## config.mk

```make
export PLATFORM = sky130hd
export DESIGN_NAME = systolic_tile_sequencer
export DESIGN_NICKNAME = d
export VERILOG_FILES = /design/src/rtl/systolic_tile_sequencer.sv
export SDC_FILE = /design/constraint.sdc
export NUM_CORES = 1
export LEC_CHECK = 0
export ABC_AREA = 1
export CORE_MARGIN = 5
export CORE_UTILIZATION = 47
export DETAILED_ROUTE_END_ITERATION = 10
export HOLD_SLACK_MARGIN = 0.1
export PLACE_DENSITY_LB_ADDON = 0.2
export SLEW_MARGIN = 10
export SYNTH_ARGS = -nofsm -noshare
export SYNTH_HDL_FRONTEND = slang
export SYNTH_SLANG_ARGS = --single-unit
```

## constraint.sdc

```tcl
create_clock -name CLK -period 4.1 [get_ports CLK]
set_input_delay 0.82 -clock CLK [delete_from_list [all_inputs] [get_ports CLK]]
set_output_delay 0.82 -clock CLK [all_outputs]
set_load 0.02 [all_outputs]
```

## src/rtl/systolic_tile_sequencer.sv

```systemverilog
// ---------------------------------------------------------------------------
// systolic_tile_sequencer
//
// Run-level controller for the parametrised systolic array. It accepts a
// matrix job (M x K x N) and walks the M x N output in PE-array-sized tiles,
// m outer and n inner. For each tile it offers one descriptor over a
// valid/ready handshake. It limits the number of issued-but-not-completed
// tiles to MAX_OUTSTANDING and raises a one-cycle finish pulse when the last
// tile has completed. It also reports the cycle count of the job.
//
// Optional build macro: SYSTOLIC_SEQ_PERF_EN
//   Defining it adds STALL_CYCLES_out and BACKPRESSURE_CYCLES_out.
//
// Ports
//   CLK, RSTn              clock; synchronous active-low reset
//   START                  job request, honoured only in IDLE
//   STALL                  blocks new descriptor offers while high
//   M/K/N_SIZE_in          job dimensions (latched on START)
//   TILE_VALID_out         descriptor offered
//   TILE_READY_in          array accepts descriptor
//   TILE_M/N_IDX_out       tile base row / column
//   TILE_M/N_LEN_out       valid rows / columns in tile (1..ROWS / 1..COLS)
//   TILE_K_LEN_out         latched reduction depth
//   TILE_DONE_in           one pulse per completed tile
//   BUSY_out               job in progress (ISSUE, DRAIN, DONE)
//   IS_FINISHED_out        one-cycle pulse in the DONE state
//   CYCLE_COUNT_out        busy cycles of the last/current job (saturating)
//   ERR_out                sticky: completion seen with nothing outstanding
//   STALL_CYCLES_out       (perf) ISSUE cycles with STALL high
//   BACKPRESSURE_CYCLES_out(perf) cycles with VALID high and READY low
// ---------------------------------------------------------------------------
module systolic_tile_sequencer #(
    parameter int PE_ARRAY_NUM_ROWS = 4,
    parameter int PE_ARRAY_NUM_COLS = 4,
    parameter int MAX_M_SIZE_LOG2   = 9,
    parameter int MAX_K_SIZE_LOG2   = 9,
    parameter int MAX_N_SIZE_LOG2   = 9,
    parameter int MAX_OUTSTANDING   = 2,
    parameter int CYCLE_CNT_BWIDTH  = 32,
    localparam int PE_ARRAY_NUM_ROWS_LOG2 = $clog2(PE_ARRAY_NUM_ROWS),
    localparam int PE_ARRAY_NUM_COLS_LOG2 = $clog2(PE_ARRAY_NUM_COLS)
) (
    input  logic                              CLK,
    input  logic                              RSTn,
    input  logic                              START,
    input  logic                              STALL,
    input  logic [MAX_M_SIZE_LOG2-1:0]        M_SIZE_in,
    input  logic [MAX_K_SIZE_LOG2-1:0]        K_SIZE_in,
    input  logic [MAX_N_SIZE_LOG2-1:0]        N_SIZE_in,
    output logic                              TILE_VALID_out,
    input  logic                              TILE_READY_in,
    output logic [MAX_M_SIZE_LOG2-1:0]        TILE_M_IDX_out,
    output logic [MAX_N_SIZE_LOG2-1:0]        TILE_N_IDX_out,
    output logic [PE_ARRAY_NUM_ROWS_LOG2:0]   TILE_M_LEN_out,
    output logic [PE_ARRAY_NUM_COLS_LOG2:0]   TILE_N_LEN_out,
    output logic [MAX_K_SIZE_LOG2-1:0]        TILE_K_LEN_out,
    input  logic                              TILE_DONE_in,
    output logic                              BUSY_out,
    output logic                              IS_FINISHED_out,
    output logic [CYCLE_CNT_BWIDTH-1:0]       CYCLE_COUNT_out,
`ifdef SYSTOLIC_SEQ_PERF_EN
    output logic [CYCLE_CNT_BWIDTH-1:0]       STALL_CYCLES_out,
    output logic [CYCLE_CNT_BWIDTH-1:0]       BACKPRESSURE_CYCLES_out,
`endif
    output logic                              ERR_out
);

    localparam int MW  = MAX_M_SIZE_LOG2;
    localparam int KW  = MAX_K_SIZE_LOG2;
    localparam int NW  = MAX_N_SIZE_LOG2;
    localparam int MW1 = MW + 1;
    localparam int NW1 = NW + 1;
    localparam int RLW = PE_ARRAY_NUM_ROWS_LOG2 + 1;
    localparam int CLW = PE_ARRAY_NUM_COLS_LOG2 + 1;
    localparam int OW  = $clog2(MAX_OUTSTANDING + 1);
    localparam int CW  = CYCLE_CNT_BWIDTH;

    typedef enum logic [1:0] {S_IDLE, S_ISSUE, S_DRAIN, S_DONE} state_t;

    state_t          r_state, w_state_nxt;
    logic [MW-1:0]   r_m_size, r_m_idx;
    logic [KW-1:0]   r_k_size;
    logic [NW-1:0]   r_n_size, r_n_idx;
    logic [RLW-1:0]  r_m_len;
    logic [CLW-1:0]  r_n_len;
    logic [OW-1:0]   r_out_cnt;
    logic            r_vld_hold;
    logic            r_err;
    logic [CW-1:0]   r_cycle;

    logic            w_valid, w_hs, w_start, w_zero;
    logic            w_done_ok, w_err_evt;
    logic [MW1-1:0]  w_m_next;
    logic [NW1-1:0]  w_n_next;
    logic            w_n_wrap, w_m_last, w_last;
    logic [MW-1:0]   w_m_idx_nxt;
    logic [NW-1:0]   w_n_idx_nxt;

    // Tile extent along M: rows remaining from idx, clipped to the array height.
    function automatic logic [RLW-1:0] clip_m(input logic [MW-1:0] size,
                                              input logic [MW-1:0] idx);
        logic [MW-1:0] rem;
        rem = size - idx;
        if (size <= idx) return '0;
        if (rem >= MW'(PE_ARRAY_NUM_ROWS)) return RLW'(PE_ARRAY_NUM_ROWS);
        return RLW'(rem);
    endfunction

    // Tile extent along N: columns remaining from idx, clipped to the array width.
    function automatic logic [CLW-1:0] clip_n(input logic [NW-1:0] size,
                                              input logic [NW-1:0] idx);
        logic [NW-1:0] rem;
        rem = size - idx;
        if (size <= idx) return '0;
        if (rem >= NW'(PE_ARRAY_NUM_COLS)) return CLW'(PE_ARRAY_NUM_COLS);
        return CLW'(rem);
    endfunction

    // Once offered, a descriptor stays valid until accepted even if STALL
    // rises or the window fills; r_vld_hold carries that commitment.
    assign w_valid   = (r_state == S_ISSUE) &&
                       (r_vld_hold || (!STALL && (r_out_cnt < OW'(MAX_OUTSTANDING))));
    assign w_hs      = w_valid && TILE_READY_in;
    assign w_start   = (r_state == S_IDLE) && START;
    assign w_zero    = (M_SIZE_in == '0) || (K_SIZE_in == '0) || (N_SIZE_in == '0);
    assign w_done_ok = TILE_DONE_in && (r_out_cnt != '0);
    assign w_err_evt = TILE_DONE_in && (r_out_cnt == '0);

    // One extra bit so idx + tile size cannot wrap near the top of the range.
    assign w_m_next    = {1'b0, r_m_idx} + MW1'(PE_ARRAY_NUM_ROWS);
    assign w_n_next    = {1'b0, r_n_idx} + NW1'(PE_ARRAY_NUM_COLS);
    assign w_n_wrap    = (w_n_next >= {1'b0, r_n_size});
    assign w_m_last    = (w_m_next >= {1'b0, r_m_size});
    assign w_last      = w_n_wrap && w_m_last;
    assign w_m_idx_nxt = w_n_wrap ? w_m_next[MW-1:0] : r_m_idx;
    assign w_n_idx_nxt = w_n_wrap ? '0 : w_n_next[NW-1:0];

    always_ff @(posedge CLK) begin
        if (!RSTn) begin
            r_state <= S_IDLE;
        end else begin
            r_state <= w_state_nxt;
        end
    end

    always_comb begin
        w_state_nxt = r_state;
        case (r_state)
            S_IDLE:  if (START) w_state_nxt = w_zero ? S_DONE : S_ISSUE;
            S_ISSUE: if (w_hs && w_last) w_state_nxt = S_DRAIN;
            S_DRAIN: if (r_out_cnt == '0) w_state_nxt = S_DONE;
            S_DONE:  w_state_nxt = S_IDLE;
            default: w_state_nxt = S_IDLE;
        endcase
    end

    always_ff @(posedge CLK) begin
        if (!RSTn) begin
            r_m_size   <= '0;
            r_k_size   <= '0;
            r_n_size   <= '0;
            r_m_idx    <= '0;
            r_n_idx    <= '0;
            r_m_len    <= '0;
            r_n_len    <= '0;
            r_out_cnt  <= '0;
            r_vld_hold <= 1'b0;
            r_err      <= 1'b0;
            r_cycle    <= '0;
        end else begin
            r_vld_hold <= w_valid && !TILE_READY_in;
            if (w_err_evt) r_err <= 1'b1;

            // Issue and completion in the same cycle cancel out.
            case ({w_hs, w_done_ok})
                2'b10:   r_out_cnt <= r_out_cnt + OW'(1);
                2'b01:   r_out_cnt <= r_out_cnt - OW'(1);
                default: r_out_cnt <= r_out_cnt;
            endcase

            if (w_start) begin
                r_m_size <= M_SIZE_in;
                r_k_size <= K_SIZE_in;
                r_n_size <= N_SIZE_in;
                r_m_idx  <= '0;
                r_n_idx  <= '0;
                r_m_len  <= clip_m(M_SIZE_in, '0);
                r_n_len  <= clip_n(N_SIZE_in, '0);
                r_cycle  <= '0;
            end else begin
                if (w_hs) begin
                    r_m_idx <= w_m_idx_nxt;
                    r_n_idx <= w_n_idx_nxt;
                    r_m_len <= clip_m(r_m_size, w_m_idx_nxt);
                    r_n_len <= clip_n(r_n_size, w_n_idx_nxt);
                end
                if ((r_state != S_IDLE) && (r_cycle != '1)) r_cycle <= r_cycle + CW'(1);
            end
        end
    end

`ifdef SYSTOLIC_SEQ_PERF_EN
    logic [CW-1:0] r_stall_cyc, r_bp_cyc;

    always_ff @(posedge CLK) begin
        if (!RSTn) begin
            r_stall_cyc <= '0;
            r_bp_cyc    <= '0;
        end else if (w_start) begin
            r_stall_cyc <= '0;
            r_bp_cyc    <= '0;
        end else begin
            if ((r_state == S_ISSUE) && STALL && (r_stall_cyc != '1))
                r_stall_cyc <= r_stall_cyc + CW'(1);
            if (w_valid && !TILE_READY_in && (r_bp_cyc != '1))
                r_bp_cyc <= r_bp_cyc + CW'(1);
        end
    end

    assign STALL_CYCLES_out        = r_stall_cyc;
    assign BACKPRESSURE_CYCLES_out = r_bp_cyc;
`endif

    assign TILE_VALID_out  = w_valid;
    assign TILE_M_IDX_out  = r_m_idx;
    assign TILE_N_IDX_out  = r_n_idx;
    assign TILE_M_LEN_out  = r_m_len;
    assign TILE_N_LEN_out  = r_n_len;
    assign TILE_K_LEN_out  = r_k_size;
    assign BUSY_out        = (r_state != S_IDLE);
    assign IS_FINISHED_out = (r_state == S_DONE);
    assign CYCLE_COUNT_out = r_cycle;
    assign ERR_out         = r_err;

endmodule

```

* Word-level counts from Yosys, hierarchy flattened *
Cells that the tools add are included.

storage, ports and cells
  input port bits = 33
  flip-flop bits (word level) = 89

operators by class
  $lt $le $gt $ge = 11
  bitwise operators = 1
  equal/unequal tests = 9
  reductions and logical operators = 26
  add/sub/neg operators = 7
  muxes and demuxes = 60

operator list
  cell                     number
  $mux W3                  20
  $ge A9 B3 Y1 const B     4
  $add A32 B1 Y32 const B  1
  $mux W1                  32
  $ne A32 B32 Y1 const B   1
  $logic_not A9 Y1         3
  $add A9 B3 Y10 const B   2
  $ge A10 B9 Y1            2
  $le A9 B1 Y1 const B     2
  $le A9 B9 Y1             2
  $mux W9                  2
  $sub A9 B9 Y9            2
  $logic_and A1 B1 Y1      10
  $mux W2                  4
  $pmux W2 S4              1
  $reduce_bool A2 Y1       4
  $eq A2 B2 Y1 const B     3
  $eq A2 B1 Y1 const B     2
  $logic_not A2 Y1         2
  $ne A2 B2 Y1 const B     2
  $pmux W2 S2              1
  $logic_or A1 B1 Y1       3
  $reduce_and A3 Y1        1
  $add A2 B1 Y2 const B    1
  6 further kinds          7

* Depth between registers and ports, before layout *
  depth after elaboration = 16
  depth in mapped cells = 27

* Worst setup path after synthesis *
OpenSTA, ideal clock, no wires.

  path kind = register to register
  from = reg r_n_idx[4] (netlist: TILE_N_IDX_out[4])
  to = reg r_m_len[2] (netlist: TILE_M_LEN_out[2])
  data required time = 3979 ps
  slack = 488 ps
  cell stages (with the launch flop) = 24
  data arrival time = 3491 ps
  period minus slack after synthesis = 3612 ps
  path buffers = 1
  cell sequence = dfxtp_1 > nand3_1 > nor3b_2 > xnor2_1 > inv_1 > ha_1 > nand2_1 > nand2_1 > nor2_1 > nand2_1 > o21bai_1 > nand3_2 > buf_2 > xor2_1 > ha_1 > inv_1 > fa_1 > xor2_1 > nor3_1 > nand4_1 > nor2_1 > nand2_1 > nand3_1 > a21oi_1

on the way
  cells in the longest elaborated chain, start to end = 14

ends and longest elaborated chain
  item                      RTL line  RTL
  start, declared           83        logic [NW-1:0] r_n_size, r_n_idx;
  start signal, assigned    193       r_n_idx <= w_n_idx_nxt;
  $add A9 B3 Y10 (*)        131       assign w_n_next = {1'b0, r_n_idx} + NW1'(PE_ARRAY_NUM_COLS);
  $ge A10 B9 Y1 (*)         132       assign w_n_wrap = (w_n_next >= {1'b0, r_n_size});
  $mux W9 (*)               135       assign w_m_idx_nxt = w_n_wrap ? w_m_next[MW-1:0] : r_m_idx;
  named net w_m_idx_nxt[2]  96        logic [MW-1:0] w_m_idx_nxt;
  $sub A9 B9 Y9             103       rem = size - idx;
  $ge A9 B3 Y1              105       if (rem >= MW'(PE_ARRAY_NUM_ROWS)) return RLW'(PE_ARRAY_NUM_ROWS);
  $mux W1 (2 in a row)      105
  $mux W1                   191       if (w_hs) begin
  $mux W1                   181       if (w_start) begin
  $mux W1                   158       if (!RSTn) begin
  $mux W3                   106       return RLW'(rem);
  $mux W3 (*)               105
  $mux W3 (*)               191
  $mux W3 (*)               181
  end signal, assigned      187       r_m_len <= clip_m(M_SIZE_in, '0);
  end signal, assigned      194       r_m_len <= clip_m(r_m_size, w_m_idx_nxt);
  end, declared             84        logic [RLW-1:0] r_m_len;

Mark *: on every way through the listed nets, which the timed path passes. The rest lies on a longest branch. The select of a mux whose other input is x is not followed.
A chain may end at the register's enable or synchronous reset.

* Final worst setup path *
  from = reg r_n_idx[4] (netlist: TILE_N_IDX_out[4])
  to = reg r_n_len[1] (netlist: TILE_N_LEN_out[1])

on the way
  cells in the longest elaborated chain, start to end = 14

ends and longest elaborated chain
  item                      RTL line  RTL
  $add A9 B3 Y10 (*)        131
  $ge A10 B9 Y1 (*)         132
  $mux W9 (*)               136       assign w_n_idx_nxt = w_n_wrap ? '0 : w_n_next[NW-1:0];
  named net w_n_idx_nxt[0]  97        logic [NW-1:0] w_n_idx_nxt;
  $sub A9 B9 Y9             113       rem = size - idx;
  $ge A9 B3 Y1              115       if (rem >= NW'(PE_ARRAY_NUM_COLS)) return CLW'(PE_ARRAY_NUM_COLS);
  $mux W1 (2 in a row)      115
  $mux W1                   191
  $mux W1                   181
  $mux W1                   158
  $mux W3                   116       return CLW'(rem);
  $mux W3 (*)               115
  $mux W3 (*)               191
  $mux W3 (*)               181
  end signal, assigned      188       r_n_len <= clip_n(N_SIZE_in, '0);
  end signal, assigned      195       r_n_len <= clip_n(r_n_size, w_n_idx_nxt);
  end, declared             85        logic [CLW-1:0] r_n_len;

Marks and branches as above.

==> flow_summary.html <==
<table>
<tr><th>Metric</th><th>Value</th></tr>
<tr><th colspan="2">Critical path</th></tr>
<tr><td>Largest driver fanout on the critical path</td><td>5</td></tr>
<tr><td>Arrival time of data at the critical path endpoint</td><td>3.96 ns</td></tr>
<tr><td>Worst Setup End Kind</td><td>flip-flop</td></tr>
<tr><td>List of cells traversed by the critical path</td><td>nand3_1 &gt; nor3b_2 &gt; xnor2_1 &gt; inv_1 &gt; ha_1 &gt; nand2_1 &gt; nand2_1 &gt; nor2_1 &gt; nand2_1 &gt; o21bai_1 &gt; nand3_2 &gt; nor2_1 &gt; ha_1 &gt; inv_1 &gt; fa_1 &gt; nand2_1 &gt; nand2_1 &gt; nand3_1 &gt; nand3_1 &gt; nand2_1 &gt; nand3_1 &gt; nor2_1 &gt; nand3_1 &gt; a21oi_1</td></tr>
<tr><td>Biggest cell delay along the critical path</td><td>0.43 ns</td></tr>
<tr><td>Cell with the biggest individual delay on the critical path</td><td>sky130_fd_sc_hd__fa_1</td></tr>
<tr><td>Category of cells accounting for the largest share of critical-path delay</td><td>simple AND/OR/NAND/NOR gates</td></tr>
<tr><td>Launching element type of the critical path</td><td>flip-flop</td></tr>
<tr><td>Kind of critical path</td><td>flip-flop to flip-flop</td></tr>
<tr><td>Data required, critical path</td><td>4.38 ns</td></tr>
<tr><td>Count of buffering cells on the critical path with inverters included</td><td>2</td></tr>
<tr><td>Cell seen most often among critical-path stages</td><td>sky130_fd_sc_hd__nand2_1</td></tr>
<tr><th colspan="2">Clock network</th></tr>
<tr><td>Clock latency reported for the late side of the worst-skew pair</td><td>0.35 ns</td></tr>
<tr><td>Buffer levels on the longest clock path</td><td>2</td></tr>
<tr><td>Clock root buffer</td><td>sky130_fd_sc_hd__clkbuf_16</td></tr>
<tr><td>CTS tree</td><td>done</td></tr>
<tr><td>Maximum level of the CTS H-tree</td><td>3</td></tr>
<tr><td>Clock transition at the registers of the reported paths</td><td>0.06 ns</td></tr>
<tr><td>Number of clock buffers inserted by TritonCTS</td><td>9</td></tr>
<tr><td>Post-CTS Hold Fix Bufs</td><td>0</td></tr>
<tr><td>Clock sinks</td><td>87</td></tr>
<tr><th colspan="2">Outcome</th></tr>
<tr><td>Result of the run</td><td>finished clean</td></tr>
<tr><th colspan="2">Drt</th></tr>
<tr><td>Total wire length</td><td>15.5 mm</td></tr>
<tr><td>Antenna-violating nets left</td><td>0</td></tr>
<tr><td>Detailed-routing iteration count for the pre-antenna-repair pass</td><td>6</td></tr>
<tr><td>Drt drc</td><td>0</td></tr>
<tr><td>Violation count after the first detailed-route iteration</td><td>542</td></tr>
<tr><td>Routed wire per std cell</td><td>14.3 microns</td></tr>
<tr><td>Count of vias placed by the detailed router</td><td>5689</td></tr>
<tr><td>Vias per Instance</td><td>5.25</td></tr>
<tr><th colspan="2">STA</th></tr>
<tr><td>Final setup TNS</td><td>0 ns</td></tr>
<tr><td>Hold Fails Final Rpt</td><td>0</td></tr>
<tr><td>Max Clock Skew</td><td>0.00738 ns</td></tr>
<tr><td>Pin slew with the least headroom to its limit</td><td>0.532 ns</td></tr>
<tr><td>Final-layout worst hold slack</td><td>0.485 ns</td></tr>
<tr><td>Maximum clock frequency</td><td>0.272 GHz</td></tr>
<tr><td>Final setup violation count</td><td>0</td></tr>
<tr><td>Min Tclk post-route</td><td>3.68 ns</td></tr>
<tr><td>Rel. slew slack</td><td>64.5%</td></tr>
<tr><td>Final period util</td><td>89.8%</td></tr>
<tr><td>Max-slew violation count</td><td>0</td></tr>
<tr><td>Setup slack of the critical path after layout</td><td>0.417 ns</td></tr>
<tr><th colspan="2">Power and ir drop</th></tr>
<tr><td>Switching pwr</td><td>1.77 mW</td></tr>
<tr><td>Cell leakage power</td><td>3.03 nW</td></tr>
<tr><td>Switching part of the total power</td><td>43.0%</td></tr>
<tr><td>Clock power share</td><td>23.3%</td></tr>
<tr><td>Comb power frac</td><td>51.0%</td></tr>
<tr><td>Power Internal</td><td>2.35 mW</td></tr>
<tr><td>Total Power Consumption</td><td>4.12 mW</td></tr>
<tr><td>Maximum vdd drop</td><td>448 uV</td></tr>
<tr><td>Total power per unit cell area</td><td>574 nW/um^2</td></tr>
<tr><td>Portion of total power attributed to sequential cells</td><td>25.7%</td></tr>
<tr><th colspan="2">Floorplanning</th></tr>
<tr><td>Boundary Pins</td><td>102</td></tr>
<tr><td>Area of the core region</td><td>12000 sq um</td></tr>
<tr><td>Site Rows</td><td>40</td></tr>
<tr><td>Effective utilization at floorplan</td><td>47.8%</td></tr>
<tr><td>Die Area</td><td>14500 sq um</td></tr>
<tr><td>Die height</td><td>121 microns</td></tr>
<tr><td>Die width</td><td>121 microns</td></tr>
<tr><th colspan="2">Logic synthesis</th></tr>
<tr><td>Number of flip-flops and latches in the synthesized netlist</td><td>87</td></tr>
<tr><td>Synthesized cell area</td><td>5740 sq um</td></tr>
<tr><td>Cells after Synth</td><td>834</td></tr>
<tr><td>Sequential cell area fraction in the yosys report</td><td>30.3%</td></tr>
<tr><td>Mean area per synthesized cell</td><td>6.89 sq um</td></tr>
<tr><td>Number of warnings reported in the yosys synthesis log</td><td>0</td></tr>
<tr><td>Number of library cell types mapped by synthesis</td><td>42</td></tr>
<tr><th colspan="2">Placed design</th></tr>
<tr><td>Port Buffers</td><td>99</td></tr>
<tr><td>HPWL after detailed placement</td><td>11.7 mm</td></tr>
<tr><td>Final weighted congestion of routability-driven global placement</td><td>0.995</td></tr>
<tr><td>Post-placement cell count</td><td>1066</td></tr>
<tr><td>Post-place setup slack</td><td>0.434 ns</td></tr>
<tr><td>Post-DP Area</td><td>6830 sq um</td></tr>
<tr><th colspan="2">GRT</th></tr>
<tr><td>Pin count of the biggest net entering global routing</td><td>46</td></tr>
<tr><td>Number of antenna violations at the first check in global routing</td><td>0</td></tr>
<tr><td>First-pass GRT wire length</td><td>25.2 mm</td></tr>
<tr><td>Total routing resource utilization after global routing</td><td>21.4%</td></tr>
<tr><td>Remaining global-route overflow</td><td>0</td></tr>
<tr><td>Number of global-route vias before repair</td><td>5099</td></tr>
<tr><th colspan="2">Layout</th></tr>
<tr><td>Fill cell count</td><td>1146</td></tr>
<tr><td>ANT cells</td><td>0</td></tr>
<tr><td>Share of layout cells above drive strength 1</td><td>7.80%</td></tr>
<tr><td>Layout net count</td><td>1007</td></tr>
<tr><td>Growth of design area from synthesis to finish</td><td>25.1%</td></tr>
<tr><td>Number of cells in the finished layout apart from fillers</td><td>1083</td></tr>
<tr><td>Final cell area excluding filler cells</td><td>7190 sq um</td></tr>
<tr><td>Post-layout utilization of the core</td><td>59.8%</td></tr>
<tr><th colspan="2">Run</th></tr>
<tr><td>Number of max-cap violations</td><td>0</td></tr>
<tr><th colspan="2">Worst hold path</th></tr>
<tr><td>Class of the worst hold path</td><td>flip-flop to flip-flop</td></tr>
</table>
==> kinds of logic (layout without fill, tap and decap cells) <==
family / after synthesis / after routing / share of synthesized area, %
compound gates: 145 / 145 / 14.3
xor+xnor: 38 / 38 / 5.80
fa+ha+maj: 43 / 43 / 9.63
buf+inv: 125 / 226 / 9.17
flops: 87 / 87 / 30.3
mux: 3 / 3 / 0.523
other cells: 1 / 2 / 0.0653
simple gates: 392 / 392 / 30.2
==> area by class of cell <==
type                    count  area [sq um]  share of cell area, %
clock buffers              10           239                   3.33
clock inverters             6           108                   1.50
inverters                 104           390                   5.43
multi-input cells         623          3480                   48.4
flip-flops and latches     87          1740                   24.2
well taps                 147           184                   2.56
repair buffers            106          1040                   14.5
==> state kept, by name (all words and copies together), names as in the netlist <==
name and cells:
ERR_out 1, TILE_N_LEN_out 3, r_n_size 9, TILE_K_LEN_out 9, r_state 2, r_vld_hold 1
r_m_size 9, TILE_M_LEN_out 3, TILE_M_IDX_out 7, CYCLE_COUNT_out 32, TILE_N_IDX_out 9, r_out_cnt 2
==> metal layers <==
metal	share of wire [%]	track usage, %	wire length (microns)
met5	0	0	0
met3	8.0	6.45	1250
met4	1.4	5.03	219
met2	42	31.8	6560
met1	48	30.5	7500
==> path summary, 6_finish.rpt <==
kind                                                     start                              to  slack [ns]  depth (start not counted)
worst min register to register  TILE_K_LEN_out[1]$_SDFFE_PN0P_  TILE_K_LEN_out[1]$_SDFFE_PN0P_        0.48                          2
worst min-delay path            TILE_K_LEN_out[1]$_SDFFE_PN0P_  TILE_K_LEN_out[1]$_SDFFE_PN0P_        0.48                          2
worst max-delay path            TILE_N_IDX_out[4]$_SDFFE_PP0P_  TILE_N_LEN_out[1]$_SDFFE_PN0P_        0.42                         24
worst max register to register  TILE_N_IDX_out[4]$_SDFFE_PP0P_  TILE_N_LEN_out[1]$_SDFFE_PN0P_        0.42                         24
==> cell usage after synthesis, drive strengths merged <==
master | n | area (sq um)
fa | 2 | 40.0
nand3 | 45 | 230
nor3 | 26 | 163
o22ai | 1 | 6.26
xor2 | 24 | 210
o21ai | 59 | 295
buf | 11 | 98.8
o211ai | 2 | 15.0
inv | 104 | 390
nor4 | 1 | 12.5
nand4 | 18 | 113
mux2i | 3 | 30.0
nand2 | 190 | 753
conb | 1 | 3.75
o21bai | 5 | 37.5
a31oi | 2 | 12.5
nor2 | 104 | 398
or2 | 1 | 6.26
nand3b | 4 | 30.0
dfxtp | 87 | 1740
a21oi | 73 | 433
ha | 41 | 513
a211oi | 1 | 7.51
xnor2 | 14 | 123
a21o | 1 | 7.51
nor3b | 3 | 27.5
clkbuf | 10 | 37.5
o21a | 1 | 7.51
==> repair_timing <==
| action | in CTS | in global routing |
|---|---|---|
| setup buffers | 0 | 1 |
| setup endpoints to repair | 0 | 4 |
| resized for setup | 0 | 2 |
==> power by group through the flow <==
stage | Sequential [mW] | Clock [mW] | Combinational, mW
6_report | 1.06 | 0.959 | 2.10
4_1_cts | 1.06 | 0.979 | 2.08
5_1_grt | 1.08 | 1.01 | 2.37
3_3_place_gp | 1.08 | 0 | 2.06
2_1_floorplan | 1.12 | 0 | 1.56
3_5_place_dp | 1.07 | 0 | 2.07
==> placed cells by master, fill, tap and decap left out, drive strengths merged, types with 3 or more instances in the layout <==
master         instances
a21oi                 73
clkdlybuf4s50         99
o21bai                 5
buf                    7
nand4                 18
dfxtp                 87
ha                    41
nor3                  26
nand3                 45
inv                  104
nor2                 104
bufinv                 3
mux2i                  3
o21ai                 59
nor3b                  3
xnor2                 14
clkbuf                10
nand3b                 4
nand2                190
xor2                  24
==> tightest hold or removal path, stage by stage (launching register included) <==
cell and delay, ns:
sky130_fd_sc_hd__dfxtp_1 0.32, sky130_fd_sc_hd__nor2_1 0.05, sky130_fd_sc_hd__nor2_1 0.08
Note: power is estimated with default switching activity, not from simulation.
==> RTL edit 1 (same flow settings) <==
Re-encode `state_t` (4 states) as Gray code, 2 bits wide.
--- a/src/rtl/systolic_tile_sequencer.sv
+++ b/src/rtl/systolic_tile_sequencer.sv
@@ -75,7 +75,7 @@
     localparam int OW  = $clog2(MAX_OUTSTANDING + 1);
     localparam int CW  = CYCLE_CNT_BWIDTH;
 
-    typedef enum logic [1:0] {S_IDLE, S_ISSUE, S_DRAIN, S_DONE} state_t;
+    typedef enum logic [1:0] {S_IDLE = 2'b00, S_ISSUE = 2'b01, S_DRAIN = 2'b11, S_DONE = 2'b10} state_t;
 
     state_t          r_state, w_state_nxt;
     logic [MW-1:0]   r_m_size, r_m_idx;
Function: same outputs for any inputs over 4 cycles, from zero or initial values and one cycle with RSTn low; so few cycles prove little.
==> RTL edit 1 against the original RTL <==
Synthesized area down 0.50%; worst setup slack worse by 0.030 ns; wire length down 2.6%; sequential cell count unchanged; non-clock buffer count down 3; via count down 0.28%; cell count up 0.83%; total power down 31%; critical path depth down 2; design area down 1.7%; largest cell class unchanged.
==> RTL edit 1: results (changes against the original RTL) <==
The share of layout cells above drive strength 1 came to 0.0497 (was 0.0780). The first-pass GRT wire length is 24700 um (was 25200 um). The arithmetic-cell share of the synthesized area counting full adders, half adders and majority gates came out at 0.0858 (was 0.0963). The number of search-and-repair iterations in the first detailed-routing pass is 5 (was 6). The launch instance of the worst min-delay path is ERR_out$_SDFFE_PN0P_ (was TILE_K_LEN_out[1]$_SDFFE_PN0P_). The overall routed net length is 15100 um (was 15500 um).

Result of the run: complete, no violations (unchanged). The total power per unit cell area is 401 nW/um2 (was 574 nW/um2). The critical register-to-register path endpoint is TILE_N_LEN_out[0]$_SDFFE_PN0P_ (was TILE_N_LEN_out[1]$_SDFFE_PN0P_). The maximum number of pins on one net before global-route repair came out at 44 (was 46). The via count came out at 5673 (was 5689).

The last weighted congestion value of the routability-driven placer is 0.947 (was 0.995). The worst slack at placement is 0.349 ns (was 0.434 ns). The count of mapped cells out of synthesis is 852 (was 834). The worst clock skew is 0.0108 ns (was 0.00738 ns). The setup slack of the most critical reg-to-reg path is 0.39 ns (was 0.42 ns). The placed instance count is 1079 (was 1066).

The startpoint of the most critical register-to-register path is TILE_N_IDX_out[3]$_SDFFE_PP0P_ (was TILE_N_IDX_out[4]$_SDFFE_PP0P_). The worst max-slew margin expressed relative to the limit is 0.310 (was 0.645). The leakage power summed over all cells came out at 2.98 nW (was 3.03 nW). The xor and xnor fraction of the mapped netlist area was 0.0490 (was 0.0580). The multiplexer area fraction after synthesis is 0 (was 0.00523).

The unique cell type count in the Yosys netlist is 40 (was 42). The via count of the first global-routing pass came to 5153 (was 5099). The count of cells along the worst register-to-register path is 22 (was 24). The cell internal power dissipation is 0.00182 W (was 0.00235 W). The reported combinational group power is 0.00105 W (was 0.00210 W).

The initial detailed-routing violation count came to 325 (was 542). The number of fill cells is 1151 (was 1146). The power in sequential cells came out at 0.000933 W (was 0.00106 W).

The final net count is 1014 (was 1007). The sequential element share of the synthesized area is 0.305 (was 0.303). The synthesized-area fraction occupied by ao, oa, aoi and oai cells came out at 0.141 (was 0.143). The worst path arrival time is 3.99 ns (was 3.96 ns).
-- RTL edit 1: worst min-delay path: cells and delay by family (launching register included) --
kind	cells	cell delay [ns]
flops	1	0.33
compound gates	1	0.04
simple gates	1	0.08
-- RTL edit 1: metal layers --
metal	vias up	track usage	part of all wire
met5	-	0	0
met4	0	0.0687	0.019
met3	20	0.0421	0.046
met2	133	0.343	0.47
met1	2548	0.273	0.46
li1	2972	-	-
-- RTL edit 1: worst max path at each step --
stage / from / end / slack [ns] / cells past startpoint
after global routing: TILE_N_IDX_out[2]$_SDFFE_PP0P_ / TILE_N_LEN_out[1]$_SDFFE_PN0P_ / 0.03 / 22
after global placement: TILE_N_IDX_out[2]$_SDFFE_PP0P_ / TILE_M_LEN_out[2]$_SDFFE_PN0P_ / 0.47 / 20
final: TILE_N_IDX_out[3]$_SDFFE_PP0P_ / TILE_N_LEN_out[0]$_SDFFE_PN0P_ / 0.39 / 22
after CTS: TILE_N_IDX_out[2]$_SDFFE_PP0P_ / TILE_M_LEN_out[2]$_SDFFE_PN0P_ / 0.33 / 20
after detailed placement: TILE_N_IDX_out[2]$_SDFFE_PP0P_ / TILE_M_LEN_out[2]$_SDFFE_PN0P_ / 0.35 / 20
after floorplan: TILE_N_IDX_out[2]$_SDFFE_PP0P_ / TILE_M_LEN_out[2]$_SDFFE_PN0P_ / 0.44 / 21
-- RTL edit 1: final cells by class --
cell class / count / area (um2) / area share
Multi-Input combinational cell: 639 / 3430 / 0.485
Sequential cell: 87 / 1740 / 0.246
Timing Repair Buffer: 103 / 1020 / 0.145
Inverter: 103 / 389 / 0.0551
Clock buffer: 9 / 225 / 0.0319
Tap cell: 147 / 184 / 0.0260
Clock inverter: 4 / 73.8 / 0.0104
==> RTL edit 2 (same flow settings) <==
Made on the original files. Add a define of `SYSTOLIC_SEQ_PERF_EN`.
--- a/src/rtl/systolic_tile_sequencer.sv
+++ b/src/rtl/systolic_tile_sequencer.sv
@@ -29,6 +29,8 @@
 //   STALL_CYCLES_out       (perf) ISSUE cycles with STALL high
 //   BACKPRESSURE_CYCLES_out(perf) cycles with VALID high and READY low
 // ---------------------------------------------------------------------------
+`define SYSTOLIC_SEQ_PERF_EN
+
 module systolic_tile_sequencer #(
     parameter int PE_ARRAY_NUM_ROWS = 4,
     parameter int PE_ARRAY_NUM_COLS = 4,
Formal check against the unedited RTL (old outputs only; new: BACKPRESSURE_CYCLES_out and STALL_CYCLES_out): equivalent (Yosys induction, for registers that start in step).
==> RTL edit 2 against the original RTL <==
Cell count is 70% higher; design area is 63% higher; global-route usage is 1.7 points higher; sequential cell count is 64 higher; synthesized area is 63% higher; count of clock-buffer cells in the layout is 10 higher; worst hold slack worse by 0.0091 ns; utilization is 0.34 points higher; wire length is 71% higher; total power is 42% higher; worst setup slack worse by 0.048 ns; critical endpoint is now TILE_M_LEN_out[0]$_SDFFE_PN0P_.
==> RTL edit 2: results (changes against the original RTL) <==
The routing usage on met3 is 0.0551 (was 0.0645). The multi-input logic cell count is 1063 (was 623). The met1 demand-to-capacity share in global routing came out at 0.315 (was 0.305).

The first-pass GRT wire length came to 42800 um (was 25200 um). The leakage power summed over all cells is 4.47 nW (was 3.03 nW). The peak supply drop is 0.323 mV (was 0.448 mV). The clock latency of the later-clocked register in the worst-skew pair is 0.43 ns (was 0.35 ns).

The number of flip-flops and latches is 151 (was 87). Cells taking the most area after synthesis: dfxtp_1 (32%), nand2_1 (14%), a21oi_1 (6.8%), nor2_1 (6.7%), inv_1 (5.9%) (was dfxtp_1 (30%), nand2_1 (12%), ha_1 (8.9%), nor2_1 (6.7%), inv_1 (6.3%)). The number of buffer cells added on primary ports came out at 163 (was 99).

The placed instance count came out at 1807 (was 1066). The relative area of non-clock buffer cells in the final design is 0.144 (was 0.145). The share of the final layout cell area in multi-input gates was 0.471 (was 0.484). The via count of the first global-routing pass is 8826 (was 5099). The worst path arrival time came out at 4.10 ns (was 3.96 ns). The initial detailed-routing violation count is 609 (was 542). Result of the run: complete, no violations (unchanged). The maximum level of the CTS H-tree is 4 (was 3). The register area is 3020 um2 (was 1740 um2). The number of search-and-repair iterations in the first detailed-routing pass came out at 5 (was 6). The number of clock buffer instances in the layout came out at 20 (was 10). The global routing usage on met2 is 0.360 (was 0.318). The switching part of the total power was 0.407 (was 0.430). The worst clock skew is 0.0122 ns (was 0.00738 ns). The maximum number of pins on one net before global-route repair was 53 (was 46).

The number of buffers other than clock buffers in the final layout is 170 (was 106). The mean routed wirelength per cell came out at 14.4 um (was 14.3 um). The synthesized area per cell came to 6.62 um2 (was 6.89 um2).

The non-clock inverter total of the final layout came out at 158 (was 104). The CTS buffer count is 17 (was 9).
RTL edit 2: changes by cell type after synthesis, sizes merged, moves of 18 or more:
cell	unedited run	this run
a21oi	73	127
dfxtp	87	151
inv	104	157
nand2	190	364
nand4	18	36
nor2	104	174
nor3	26	58
o21ai	59	78
xor2	24	48
RTL edit 2: metrics by stage:
step / worst slack, ns / utilization / hold WS (ns) / area (um2) / total power [W]
6_report: 0.369 / 0.602 / 0.476 / 11700 / 0.00586
5_1_grt: 0.0106 / 0.602 / 0.515 / 11700 / 0.00628
4_1_cts: 0.282 / 0.600 / 0.485 / 11700 / 0.00582
3_5_place_dp: 0.327 / 0.571 / 0.472 / 11100 / 0.00422
3_3_place_gp: 0.486 / 0.571 / 0.451 / 11100 / 0.00417
2_1_floorplan: 0.498 / - / 0.452 / 9340 / 0.00362
RTL edit 2: power groups by stage:
stage                     logic, W  registers, W  clock network (W)
final                      0.00259       0.00169            0.00158
after global routing       0.00291       0.00171            0.00167
after CTS                  0.00252       0.00169            0.00161
after detailed placement   0.00250       0.00172                  0
after global placement     0.00246       0.00172                  0
after floorplan            0.00185       0.00178                  0
RTL edit 2: worst max-delay path, cell delays in order (launching register included):
cell and delay, ns:
dfxtp_1 0.39, inv_2 0.07, nor2_2 0.19, nand3_1 0.11
xor2_1 0.13, inv_1 0.07, ha_1 0.29, a21o_1 0.19
nand3_1 0.08, nand2_1 0.06, nor2_1 0.12, nand3_2 0.14
buf_6 0.18, xor2_1 0.13, ha_1 0.16, inv_1 0.05
fa_1 0.36, inv_1 0.10, nor2_1 0.06, o21bai_1 0.11
nand2_1 0.10, xnor2_2 0.15, nand2_1 0.07, nor2_1 0.14
nand3_1 0.09, a21oi_1 0.13
RTL edit 2: logic make-up after synthesis:
| kind of cell | count (synthesis) | share of synthesized area |
|---|---|---|
| AOI/OAI and AO/OA | 226 | 0.127 |
| DFF | 151 | 0.324 |
| xor gates and xnor gates | 73 | 0.0685 |
| other | 1 | 0.000402 |
| adders and majority gates | 45 | 0.0619 |
| and+or+nand+nor | 717 | 0.331 |
| buffers and inverters | 198 | 0.0875 |
RTL edit 2: final timing paths:
kind,start,end,slack (ns),cells past startpoint
worst max-delay path,TILE_N_IDX_out[2]$_SDFFE_PP0P_,TILE_M_LEN_out[0]$_SDFFE_PN0P_,0.37,25
worst min-delay path,ERR_out$_SDFFE_PN0P_,ERR_out$_SDFFE_PN0P_,0.48,2
worst max register to register,TILE_N_IDX_out[2]$_SDFFE_PP0P_,TILE_M_LEN_out[0]$_SDFFE_PN0P_,0.37,25
worst min register to register,ERR_out$_SDFFE_PN0P_,ERR_out$_SDFFE_PN0P_,0.48,2
RTL edit 2: metal layers:
metal	part of all wire	vias to the layer above
met5	0	-
met4	0.020	0
met3	0.081	42
met2	0.44	308
met1	0.46	4439
li1	-	4894
